$ cat src/rtl/FPALL_pkg.sv
// Shared types and helpers for the FP normalizer scheduling slice.
// Holds the op format and scheduler state enums, plus the leading-zero counters
// used by the normalizer datapath.
package FPALL_pkg;

    localparam int FRAC_W = 28;
    localparam int HALF_W = 14;
    localparam int CNT_W  = 5;

    typedef enum logic {
        FMT_FP32 = 1'b0,
        FMT_FP16 = 1'b1
    } fp_fmt_e;

    typedef enum logic {
        IDLE = 1'b0,
        HOLD = 1'b1
    } norm_sched_state_e;

    // Leading zeros of a full-width fraction; an all-zero input reports 28.
    function automatic logic [4:0] lzc28(input logic [27:0] v);
        logic [4:0] n;
        logic       found;
        n     = 5'd28;
        found = 1'b0;
        for (int i = 27; i >= 0; i--) begin
            if (!found && v[i]) begin
                n     = 5'(27 - i);
                found = 1'b1;
            end
        end
        return n;
    endfunction

    // Leading zeros of one half-width lane; an all-zero lane reports 14.
    function automatic logic [4:0] lzc14(input logic [13:0] v);
        logic [4:0] n;
        logic       found;
        n     = 5'd14;
        found = 1'b0;
        for (int i = 13; i >= 0; i--) begin
            if (!found && v[i]) begin
                n     = 5'(13 - i);
                found = 1'b1;
            end
        end
        return n;
    endfunction

endpackage

$ cat src/rtl/norm_sched_normalizer.sv
// Combinational fraction normalizer.
// FP32 mode treats the 28-bit input as one fraction; FP16 mode treats it as two
// independent 14-bit lanes. Each lane is shifted left until its MSB is set and
// the shift amount is reported. The clock port exists only so the block can be
// dropped into a pipelined variant without changing its interface.
module norm_sched_normalizer
    import FPALL_pkg::*;
(
    input  logic        clk,
    input  fp_fmt_e     fmt,
    input  logic [27:0] x,
    output logic [27:0] r,
    output logic [4:0]  count_h,
    output logic [4:0]  count_l
);

    logic        unused_clk;
    logic [4:0]  lz_full;
    logic [4:0]  lz_hi;
    logic [4:0]  lz_lo;
    logic [13:0] hi_norm;
    logic [13:0] lo_norm;

    assign unused_clk = clk;

    // Count and shift both the full-width and the per-lane views, then pick by format.
    always_comb begin
        lz_full = lzc28(x);
        lz_hi   = lzc14(x[27:14]);
        lz_lo   = lzc14(x[13:0]);
        hi_norm = x[27:14] << lz_hi;
        lo_norm = x[13:0] << lz_lo;
        r       = x << lz_full;
        count_h = 5'd0;
        count_l = lz_full;
        if (fmt == FMT_FP16) begin
            r       = {hi_norm, lo_norm};
            count_h = lz_hi;
            count_l = lz_lo;
        end
    end

endmodule

$ cat src/rtl/norm_sched.sv
// Normalizer issue scheduler.
// FP32 ops issue straight through. A lone FP16 op is parked so it can share a
// normalizer beat with the next FP16 op; it issues alone on flush, when an FP32
// op arrives behind it (keeping acceptance order), or after PAIR_TIMEOUT cycles.
// Results sit in an output register with a valid/ready handshake.
module norm_sched
    import FPALL_pkg::*;
#(
    parameter int PAIR_TIMEOUT = 4,
    parameter int TAG_W        = 4
) (
    input  logic             clk,
    input  logic             rst,
    input  logic             in_valid,
    output logic             in_ready,
    input  fp_fmt_e          in_fmt,
    input  logic [27:0]      in_frac,
    input  logic [TAG_W-1:0] in_tag,
    input  logic             flush,
    output logic             out_valid,
    input  logic             out_ready,
    output fp_fmt_e          out_fmt,
    output logic [27:0]      out_r,
    output logic [4:0]       out_count_h,
    output logic [4:0]       out_count_l,
    output logic             out_vld_h,
    output logic             out_vld_l,
    output logic [TAG_W-1:0] out_tag_h,
    output logic [TAG_W-1:0] out_tag_l
);

    localparam logic [3:0] CNT_LAST = 4'(PAIR_TIMEOUT - 1);

    norm_sched_state_e state;
    logic [3:0]        wait_cnt;
    logic [13:0]       parked_frac;
    logic [TAG_W-1:0]  parked_tag;

    logic              slot_free;
    logic              is_fp16;
    logic              ready_c;
    logic              accept;
    logic              park;
    logic              issue_single;
    logic              issue_pair;
    logic              issue_solo;
    logic              issue;

    fp_fmt_e           iss_fmt;
    logic [27:0]       iss_x;
    logic              iss_vld_h;
    logic              iss_vld_l;
    logic [TAG_W-1:0]  iss_tag_h;
    logic [TAG_W-1:0]  iss_tag_l;

    logic [27:0]       norm_r;
    logic [4:0]        norm_ch;
    logic [4:0]        norm_cl;

    assign slot_free = !out_valid || out_ready;
    assign is_fp16   = (in_fmt == FMT_FP16);
    assign in_ready  = ready_c;
    assign accept    = in_valid && ready_c;
    assign issue     = issue_single || issue_pair || issue_solo;

    // Input acceptance: an FP16 can always be parked from IDLE, anything that issues needs the slot.
    always_comb begin
        ready_c = 1'b0;
        if (!rst) begin
            if (state == IDLE) begin
                ready_c = is_fp16 || slot_free;
            end else begin
                ready_c = is_fp16 && !flush && slot_free;
            end
        end
    end

    // Decide this cycle's action; pairing takes priority over any solo trigger.
    always_comb begin
        park         = 1'b0;
        issue_single = 1'b0;
        issue_pair   = 1'b0;
        issue_solo   = 1'b0;
        if (state == IDLE) begin
            park         = accept && is_fp16;
            issue_single = accept && !is_fp16;
        end else begin
            issue_pair = accept;
            issue_solo = !accept && slot_free &&
                         (flush || (in_valid && !is_fp16) || (wait_cnt == CNT_LAST));
        end
    end

    // Build the normalizer operand and lane metadata for whatever issues.
    always_comb begin
        iss_fmt   = FMT_FP32;
        iss_x     = in_frac;
        iss_vld_h = 1'b0;
        iss_vld_l = 1'b1;
        iss_tag_h = '0;
        iss_tag_l = in_tag;
        if (state == HOLD) begin
            iss_fmt   = FMT_FP16;
            iss_vld_h = 1'b1;
            iss_tag_h = parked_tag;
            iss_vld_l = issue_pair;
            iss_x     = {parked_frac, issue_pair ? in_frac[13:0] : 14'h0};
            iss_tag_l = issue_pair ? in_tag : '0;
        end
    end

    norm_sched_normalizer normalizer (
        .clk     (clk),
        .fmt     (iss_fmt),
        .x       (iss_x),
        .r       (norm_r),
        .count_h (norm_ch),
        .count_l (norm_cl)
    );

    // Scheduler state, parked op, wait counter and the output result register.
    always_ff @(posedge clk) begin
        if (rst) begin
            state       <= IDLE;
            wait_cnt    <= 4'd0;
            parked_frac <= 14'h0;
            parked_tag  <= '0;
            out_valid   <= 1'b0;
            out_fmt     <= FMT_FP32;
            out_r       <= 28'h0;
            out_count_h <= 5'd0;
            out_count_l <= 5'd0;
            out_vld_h   <= 1'b0;
            out_vld_l   <= 1'b0;
            out_tag_h   <= '0;
            out_tag_l   <= '0;
        end else begin
            case (state)
                IDLE: begin
                    if (park) begin
                        parked_frac <= in_frac[13:0];
                        parked_tag  <= in_tag;
                        wait_cnt    <= 4'd0;
                        state       <= HOLD;
                    end
                end
                HOLD: begin
                    if (issue_pair || issue_solo) begin
                        wait_cnt <= 4'd0;
                        state    <= IDLE;
                    end else if (wait_cnt != CNT_LAST) begin
                        wait_cnt <= wait_cnt + 4'd1;
                    end
                end
                default: state <= IDLE;
            endcase

            if (issue) begin
                out_valid   <= 1'b1;
                out_fmt     <= iss_fmt;
                out_r       <= norm_r;
                out_count_h <= norm_ch;
                out_count_l <= iss_vld_l ? norm_cl : 5'd0;
                out_vld_h   <= iss_vld_h;
                out_vld_l   <= iss_vld_l;
                out_tag_h   <= iss_tag_h;
                out_tag_l   <= iss_tag_l;
            end else if (out_ready) begin
                out_valid <= 1'b0;
            end
        end
    end

endmodule

$ cat config.mk
export PLATFORM = sky130hd
export DESIGN_NAME = norm_sched
export DESIGN_NICKNAME = d
export VERILOG_FILES = /design/src/rtl/FPALL_pkg.sv /design/src/rtl/norm_sched_normalizer.sv /design/src/rtl/norm_sched.sv
export SDC_FILE = /design/constraint.sdc
export NUM_CORES = 1
export LEC_CHECK = 0
export CAP_MARGIN = 20
export CORE_UTILIZATION = 46
export CTS_CLUSTER_DIAMETER = 100
export DETAILED_ROUTE_END_ITERATION = 6
export HOLD_SLACK_MARGIN = 0.03
export PLACE_DENSITY = 0.85
export SETUP_SLACK_MARGIN = 0.05
export SYNTH_ARGS = -nofsm -noshare
export SYNTH_HDL_FRONTEND = slang
export SYNTH_SLANG_ARGS = --single-unit
$ cat constraint.sdc
create_clock -name clk -period 3.3 [get_ports clk]
set_clock_uncertainty 0.2 [all_clocks]
set_input_delay 0.825 -clock clk [delete_from_list [all_inputs] [get_ports clk]]
set_output_delay 0.825 -clock clk [all_outputs]
set_load 0.005 [all_outputs]
==> impl_results.md, run 1 <==
- Area after DPL: 0.008243 mm²
- Grt ovf: 36
- Async S/R FF share, synth: 0%
- Ranking of synthesized cells by area: dfxtp_1 (25%), mux2i_1 (7.9%), a21oi_1 (6.3%), nand2_1 (5.9%), nor2_1 (5.6%)
- Std cell rows: 40
- Die width: 113.2 µm
- Yosys top cell area share: 24.97%
- Vias in the first global route: 9981
- Initial core utilization: 47.39%
- Error message: [ERROR GRT-0116] Global routing finished with congestion. Check the congestion regions in the DRC Viewer.
- CTS buffer count: 9
- Root Buffer: clkbuf_16
- Mapped Area: 0.005692 mm²
- RePlAce Congestion: 1.119
- Syn_area_per_cell: 7.650 µm²
- Dominant cell type by area after synthesis: dfxtp_1
- First-pass GRT wire length: 62360 µm
- Total GRT Usage: 65.47%
- # hold bufs at CTS: 0
- Status: aborted with a tool error
- Post-Syn Instances: 744
- Clock Path Buffers: 2
- EDFF count, synth: 0
- Ys Warns: 0
- Htree depth: 3
- Stage where the flow stopped: global routing (5_1_grt)
- Largest net degree at the start of global routing: 74
- Unique masters post-synth: 89
- Post-placement cell count: 1139
- Register area share after synthesis: 24.97%
- Ports: 89
- Main flop type after synthesis: dfxtp_1
- Synth Net Count: 783
- #FFs+latches synth: 71
- Port bufs: 87
- Final HPWL DP: 17520 µm
- Clock Sinks: 71
- Die Y: 113.2 µm
-- Yosys cell counts (10+ instances only) --
library cell	instances
inv_1	10
nand3_1	24
a21oi_1	72
mux2i_1	45
o21ai_1	12
o21ai_0	34
clkbuf_1	34
nor2_1	85
dfxtp_1	71
nand2_1	90
a31oi_1	10
nor3_1	25
a221oi_1	10
buf_2	10
-- cells by family after synthesis --
family	share of synthesized area, %
compound gates	30.14
fa+ha+maj	0.2198
buf+inv	5.496
flops	24.97
mux	12.86
other cells	0.06589
simple gates	26.25
-- layer usage --
layer  global-route usage [%]  GRT overflow
met5                    10.98             0
met4                    58.77            18
met3                    49.44             1
met2                    83.72            17
met1                    67.75             0
-- timing repair --
item                       in CTS
buffers inserted               62
setup endpoints to repair      29
pin swaps                      62
gates cloned                    1
gates resized for setup       213
-- stage by stage --
step                      worst slack, ns  setup TNS, ns  hold slack [ns]
after CTS                         0.05015              0           0.2590
after global placement            -0.8033         -18.00           0.2429
after detailed placement          -0.8898         -21.81           0.2510
after floorplan                   -0.2364         -1.226           0.2360
==> inputs of run 2 (changes only) <==
--- a/config.mk
+++ b/config.mk
@@ -6,12 +6,9 @@
 export NUM_CORES = 1
 export LEC_CHECK = 0
 export CAP_MARGIN = 20
-export CORE_UTILIZATION = 46
-export CTS_CLUSTER_DIAMETER = 100
+export CORE_UTILIZATION = 31
 export DETAILED_ROUTE_END_ITERATION = 6
-export HOLD_SLACK_MARGIN = 0.03
-export PLACE_DENSITY = 0.85
-export SETUP_SLACK_MARGIN = 0.05
+export PLACE_DENSITY_LB_ADDON = 0.15
 export SYNTH_ARGS = -nofsm -noshare
 export SYNTH_HDL_FRONTEND = slang
 export SYNTH_SLANG_ARGS = --single-unit
==> constraint.sdc (replaced) <==
create_clock -name clk -period 4.29 [get_ports clk]
set_clock_uncertainty 0.2 [all_clocks]
set_input_delay 1.0725 -clock clk [delete_from_list [all_inputs] [get_ports clk]]
set_output_delay 1.0725 -clock clk [all_outputs]
set_load 0.005 [all_outputs]
==> run 2 against run 1 <==
  * The flow now finishes without violations
  * Area after synthesis unchanged
  * Synthesized cell count unchanged
==> impl_results.md, run 2 <==
- Area after DPL: 0.008084 mm² (-1.9%)
- Total power: 2.465 mW
- Syn_area_per_cell: 7.650 µm² (unchanged)
- Cell mode on critical path: buf_4
- Mapped Area: 0.005692 mm² (unchanged)
- Most common cell after layout, fill and taps aside: buf_4
- Top delay family on crit path: compound AO/OA/AOI/OAI gates
- Clk slew on worst S/H paths: 0.06 ns
- First-pass GRT wire length: 39720 µm
- RePlAce Congestion: 0.9349 (-16%)
- Grt ovf: 0
- Clock Sinks: 71 (unchanged)
- Largest regs: out_r x28, parked_frac x14, out_count_l x5
- Critical path class: input port to flip-flop
- Synth top cells by count: nand2_1 (90), nor2_1 (85), a21oi_1 (72)
- Power density cells: 289.5 mW/mm²
- CTS tree: built
- Wire length per cell: 21.52 µm
- Initial DRC count: 421
- Min-delay worst type: flip-flop to flip-flop
- Ys Warns: 0 (unchanged)
- HP Start: out_tag_l[3]
- Die Y: 137.5 µm (+21%)
- Unrepaired setup endpoints after global routing: yes
- Pleak: 3.411 nW
- Max-cap violations: 0
- Final instance area: 0.008513 mm²
- Critical path launch point: in_frac[5]
- Register area share after synthesis: 24.97% (unchanged)
- Root Buffer: clkbuf_16
- Vias in the first global route: 6915
- WP buf/inv: 5
- Status: complete, no violations
- Dominant cell type by area after synthesis: dfxtp_1
- Yosys top cell area share: 24.97% (unchanged)
- Worst-Margin Slew: 0.8346 ns
- EDFF count, synth: 0 (unchanged)
- Die area: 0.01891 mm²
- Core area: 0.01796 mm²
- Std cell rows: 49 (+23%)
- Post-Syn Instances: 744 (unchanged)
- Most frequent cell after synthesis: nand2_1
- Slowest CP cell: clkdlybuf4s50_1
- Final HPWL DP: 20480 µm (+17%)
- R2R Path Start: state
- Layout cells sized above 1: 29.83%
- Port bufs: 87 (unchanged)
- Drt first pass iters: 5
- Setup-failing EPs final: 0
- Non-filler cells, final: 1218
- Largest net degree at the start of global routing: 74
- Clock Path Buffers: 2 (unchanged)
- Clock latency on the worst-skew pair: 0.35 ns
- P&R area growth vs syn: 49.57%
- Maximum VDD drop: 191.0 µV
- Mean number of vias per cell: 5.762
- Via Count: 7018
- Post-placement cell count: 1197 (+5.1%)
- CP arrival: 4.25 ns
- Critical path required time: 4.36 ns
- Ranking of synthesized cells by area: dfxtp_1 (25%), mux2i_1 (7.9%), a21oi_1 (6.3%), nand2_1 (5.9%), nor2_1 (5.6%)
- Critical path peak fanout: 4
- Die width: 137.5 µm (+21%)
- Htree depth: 3 (unchanged)
- CP cell instances: clkdlybuf4s50_1 > nor3b_1 > buf_4 > o311ai_4 > a311oi_2 > buf_4 > o31a_2 > buf_4 > nor3_2 > a2bb2oi_1 > buf_4 > nor2_2 > nor2_1 > a211o_1 > a211oi_2
- CP Launch Type: input port
- Main flop type after synthesis: dfxtp_1
- Final WL: 26210 µm
- Max Clock Freq: 0.2388 GHz
- Final Hold Vio Count: 0
- #FFs+latches synth: 71 (unchanged)
- Most frequent cells in the layout: buf_4 (193), nand2_1 (90), clkdlybuf4s50_1 (85)
- Synth Net Count: 783 (unchanged)
- Slew HR: 44.36%
- Tcrit/Tclk final: 97.60%
- Final ANT Viol Nets: 0
- Max reg flops: 28
- # diodes: 0
- Ports: 89 (unchanged)
- Total GRT Usage: 28.37%
- Element type at the critical path end: flip-flop
- CTS buffer count: 9 (unchanged)
- Post-route DRC: 0
- Initial antenna violation count: 1
- Unique masters post-synth: 89 (unchanged)
- Fillcell total: 1795
- Async S/R FF share, synth: 0% (unchanged)
- # hold bufs at CTS: 0 (unchanged)
- Final min period: 4.187 ns
- Initial core utilization: 31.68% (-16 points)
- Hold WS: 0.2655 ns
- Register with the most flip-flops: out_r
- Final nets: 1023
- Final Max Slew Viols: 0
- Crit path largest cell delay: 0.52 ns
## run 2: cell counts after synthesis
No cell type changed its count.
## run 2: power by group
part	internal (mW)	switching [mW]
Sequential	0.702	0.0336
Combinational	0.480	0.517
Clock	0.410	0.324
## run 2: what timing repair did
item                                    4_1_cts  5_1_grt
gates resized for setup                       5       22
cloned                                        0        0
setup buffers                                 2        3
endpoints found under the setup margin       12       26
pin swaps                                     3        5
## run 2: cells by family (layout without fill, tap and decap cells)
kind of cell    count (synthesis)  count (layout)  synth area share [%]
compound gates                245             245                 30.14
buf+inv                        66             311                 5.496
flops                          71              71                 24.97
simple gates                  296             296                 26.25
fa+ha+maj                       1               1                0.2198
other cells                     1               1               0.06589
mux                            64              64                 12.86
## run 2: routing by layer
layer | up-vias | GRT usage, % | wire length (µm)
met4 | 0 | 9.219 | 648
met3 | 50 | 3.826 | 1464
met5 | - | 0 | 0
met1 | 3437 | 37.49 | 11850
met2 | 261 | 47.26 | 12250
li1 | 3270 | - | -
## run 2: worst register-to-register path: cells and delay by family, from the launching register on
kind	cells	cell delay [ns]
and+or+nand+nor	3	1.37
AOI/OAI and AO/OA	6	1.33
DFF	1	0.82
muxes	1	0.21
## run 2: worst paths after layout
path	endpoint	slack, ns	cells past startpoint
worst max-delay path	out_r[10]	0.10	15
worst min-delay path	out_tag_l[3]	0.27	2
worst max register to register	out_r[10]	0.29	10
worst min register to register	out_tag_l[3]	0.27	2
## run 2: metrics by stage
stage,setup TNS [ns],setup WS (ns),utilization [%]
after global routing,-0.05997,-0.03223,47.39
after floorplan,0,0.4519,-
after detailed placement,-8.452,-0.5398,45.00
final,0,0.1032,47.39
after global placement,-8.280,-1.195,44.94
after CTS,0,0.02815,46.84
## run 2: final cells by class
class / instances / area [µm²] / area share (%)
inverter: 10 / 37.54 / 0.4409
multi-input combinational: 607 / 4083 / 47.96
tap: 229 / 286.5 / 3.366
clock buffer: 10 / 239.0 / 2.807
clock inverter: 6 / 42.54 / 0.4997
timing repair buffer: 285 / 2402 / 28.22
sequential: 71 / 1423 / 16.71
No activity file was read; power rests on OpenSTA's default activity.
==> inputs of run 3 (changes only) <==
--- a/config.mk
+++ b/config.mk
@@ -5,6 +5,7 @@
 export SDC_FILE = /design/constraint.sdc
 export NUM_CORES = 1
 export LEC_CHECK = 0
+export ABC_AREA = 1
 export CAP_MARGIN = 20
 export CORE_UTILIZATION = 31
 export DETAILED_ROUTE_END_ITERATION = 6
==> run 3 against run 2 <==
  * The flow now finishes with violations (DRC)
  * Setup slack improved by 0.16 ns
  * Utilization down 3.1 points
  * Routed wire length shrank 20%
  * Combinational power is 22% lower
  * Final area decreased by 5.9%
  * Register-to-register slack better by 0.40 ns
  * Via count down 3.8%
  * Critical path type unchanged
  * Critical endpoint is now out_r[25]
  * Largest power group is now clock
==> impl_results.md, run 3 <==
- Initial DRC count: 475 (+13%)
- FF-to-FF setup slack: 0.69 ns (+0.40 ns)
- Largest regs: out_r x28, parked_frac x14, out_count_l x5
- Mean number of vias per cell: 5.002 (-13%)
- Final ANT Viol Nets: 0 (unchanged)
- Yosys top cell area share: 24.71% (-0.27 points)
- Critical path launch point: flush
- Die area: 0.01911 mm² (+1.1%)
- Post-Synth Adder-Cell Area: 0.2175% (-0.0023 points)
- Mapped Area: 0.005753 mm² (+1.1%)
- Register area share after synthesis: 24.71% (-0.27 points)
- Port bufs: 87 (unchanged)
- EDFF count, synth: 0 (unchanged)
- Most common cell after layout, fill and taps aside: nand2_1
- P&R area growth vs syn: 39.21%
- Clock latency on the worst-skew pair: 0.35 ns (about the same)
- Hold-critical path endpoint: parked_frac[2]
- Initial antenna violation count: 0 (-1)
- RePlAce Congestion: 0.9265 (-0.90%)
- Largest net degree at the start of global routing: 30 (-59%)
- Critical path required time: 4.31 ns (-0.05 ns)
- Pleak: 3.502 nW (+2.7%)
- Status: finished with violations
- Clock Sinks: 71 (unchanged)
- Worst r2r dst: out_r[23]
- Ports: 89 (unchanged)
- Min-delay worst type: flip-flop to flip-flop
- Maximum VDD drop: 206.3 µV (+8.0%)
- R2R Path Start: state
- Post-placement cell count: 1327 (+11%)
- Std cell rows: 49 (unchanged)
- Layout cells sized above 1: 19.82% (-10 points)
- Failing checks: DRC
- CP arrival: 4.04 ns (-0.21 ns)
- Final Max Slew Viols: 0 (unchanged)
- Main flop type after synthesis: dfxtp_1
- Worst r2r path cells: 25 (+15)
- Ranking of synthesized cells by area: dfxtp_1 (25%), nand2_1 (15%), nand3_1 (10%), o21ai_0 (6.9%), inv_1 (6.2%)
- Largest family of logic cells by synthesized area: simple AND/OR/NAND/NOR gates
- Area fraction in compound gates after synthesis: 21.38% (-8.8 points)
- Max Clock Freq: 0.2486 GHz (+4.1%)
- Most frequent cell after synthesis: nand2_1
- Clock Path Buffers: 2 (unchanged)
- Async S/R FF share, synth: 0% (unchanged)
- Pre-CTS WS: -0.1753 ns (+0.3645 ns)
- #FFs+latches synth: 71 (unchanged)
- Fin Setup TNS: 0 ns (unchanged)
- Final WL: 21040 µm (-20%)
- Via Count: 6748 (-3.8%)
- Vias in the first global route: 6291 (-9.0%)
- Slew HR: 58.21% (+14 points)
- Post-synthesis xor/xnor area fraction: 0% (unchanged)
- Setup-failing EPs final: 0 (unchanged)
- CTS buffer count: 9 (unchanged)
- Die Y: 138.2 µm (+0.53%)
- Worst-Margin Slew: 0.6245 ns (-0.2100 ns)
- Synth top cells by count: nand2_1 (237), nand3_1 (117), inv_1 (95)
- Worst Hold Depth: 2 (unchanged)
- Unique masters post-synth: 54 (-39%)
- # hold bufs at CTS: 0 (unchanged)
- Non-filler cells, final: 1349 (+11%)
- Final nets: 1154 (+13%)
- Die width: 138.2 µm (+0.53%)
- Most frequent cells in the layout: nand2_1 (237), buf_4 (127), nand3_1 (116)
- Simple-gate share of the synthesized area: 40.74% (+14 points)
- Htree depth: 3 (unchanged)
- Unrepaired setup endpoints after global routing: yes
- Final HPWL DP: 16670 µm (-19%)
- CTS tree: built
- Tcrit/Tclk final: 93.78% (-3.8 points)
- Drt first pass iters: 7 (+2)
- Max reg flops: 28 (unchanged)
- CP Launch Type: input port
- Root Buffer: clkbuf_16
- First-pass GRT wire length: 33620 µm (-15%)
- HP Start: parked_frac[2]
- Total GRT Usage: 22.36% (-6.0 points)
- Synth Net Count: 976 (+25%)
- Mux cell area share after synthesis: 0.5220% (-12 points)
- Post-route DRC: 4 (+4)
- Final WS setup: 0.2670 ns (+0.1639 ns)
- Dominant cell type by area after synthesis: dfxtp_1
- Critical path peak fanout: 14 (+10)
- # diodes: 0 (unchanged)
- Critical path class: input port to flip-flop
- Power density cells: 290.5 mW/mm² (+0.33%)
- Final Hold Vio Count: 0 (unchanged)
- Wire length per cell: 15.59 µm (-28%)
- Final min period: 4.023 ns (-0.1639 ns)
- Core area: 0.01809 mm² (+0.68%)
- Register with the most flip-flops: out_r
- Element type at the critical path end: flip-flop
- Ys Warns: 0 (unchanged)
- Max-cap violations: 0 (unchanged)
- Syn_area_per_cell: 6.140 µm² (-20%)
- Clk slew on worst S/H paths: 0.06 ns (about the same)
- Post-Syn Instances: 937 (+26%)
- Initial core utilization: 31.81% (+0.12 points)
- Grt ovf: 0 (unchanged)
==> run 3: cell count changes after synthesis, moves of 9 or more <==
cell | before | now
inv_1 | 10 | 95
nor2_1 | 85 | 57
clkbuf_1 | 34 | 22
mux2_2 | 9 | 0
nand2_2 | 1 | 17
o21ai_0 | 34 | 79
nand2_1 | 90 | 237
nand3_1 | 24 | 117
nand2b_1 | 9 | 0
nor3_1 | 25 | 2
o211ai_1 | 2 | 13
mux2i_1 | 45 | 3
nand4_1 | 4 | 16
o21ai_1 | 12 | 24
==> run 3: layer usage <==
layer | track usage (%) | part of all wire, % | wire, µm
met1 | 29.81 | 47 | 9881
met2 | 36.33 | 46 | 9579
met3 | 3.706 | 4.8 | 1003
met4 | 8.102 | 2.7 | 571
met5 | 0 | 0 | 0
==> run 3: how the worst max path moves through the flow <==
| stage | endpoint | depth (start not counted) |
|---|---|---|
| 5_1_grt | out_r[18] | 25 |
| 6_report | out_r[25] | 21 |
| 2_1_floorplan | out_r[27] | 20 |
| 3_5_place_dp | out_r[23] | 19 |
| 3_3_place_gp | out_r[23] | 19 |
| 4_1_cts | out_r[23] | 19 |
==> run 3: area by class of cell <==
type                    instances  area (µm²)
fillers                      1929       10080
well taps                     229       286.5
clock buffers                   9       225.2
repair buffers                219        1897
multi-input cells             709        3675
inverters                     105       401.6
clock inverters                 7       102.6
flip-flops and latches         71        1421
==> run 3: kinds of logic after synthesis <==
| family | Yosys count |
|---|---|
| and+or+nand+nor | 487 |
| AOI/OAI and AO/OA | 216 |
| buffers and inverters | 158 |
| DFF | 71 |
| muxes | 3 |
| adders and majority gates | 1 |
| other | 1 |
==> run 3: report_power, final <==
group          internal, mW  switching [mW]
Clock                 0.516           0.321
Sequential            0.694          0.0171
Combinational         0.335           0.443
Total                  1.55           0.781
==> run 3: critical path: stages <==
cell	delay [ns]
clkdlybuf4s50_1	0.47
inv_1	0.04
nand2_1	0.09
a21oi_4	0.07
nand3_4	0.10
nand2_8	0.11
o41ai_4	0.11
nand4_4	0.15
nor2_4	0.21
nand4_4	0.13
nor2_4	0.17
nand3_4	0.14
nand4_1	0.21
buf_6	0.20
nand3_1	0.14
nand3_1	0.16
nand3_1	0.12
nand3_1	0.15
nand2_1	0.07
nand2_1	0.07
a21oi_2	0.05
==> run 3: repair_timing <==
item | CTS | global route
buffers inserted | 0 | 5
setup endpoints to repair | 0 | 18
gates resized for setup | 0 | 24
==> run 3: per-stage QoR <==
stage / power, mW / hold WS [ns] / utilization [%] / area (µm²)
2_1_floorplan: 1.152 / 0.2287 / - / 5753
3_3_place_gp: 1.478 / 0.2431 / 41.82 / 7564
3_5_place_dp: 1.478 / 0.2473 / 41.82 / 7564
4_1_cts: 2.330 / 0.2573 / 43.63 / 7891
5_1_grt: 2.468 / 0.2780 / 44.28 / 8009
6_report: 2.326 / 0.2541 / 44.28 / 8009
==> inputs of run 4 (changes only) <==
--- a/config.mk
+++ b/config.mk
@@ -10,6 +10,7 @@
 export CORE_UTILIZATION = 31
 export DETAILED_ROUTE_END_ITERATION = 6
 export PLACE_DENSITY_LB_ADDON = 0.15
+export SKIP_CTS_REPAIR_TIMING = 1
 export SYNTH_ARGS = -nofsm -noshare
 export SYNTH_HDL_FRONTEND = slang
 export SYNTH_SLANG_ARGS = --single-unit
==> results of run 4 <==
No change in the layout: final DEF, timing and power equal those of run 3.
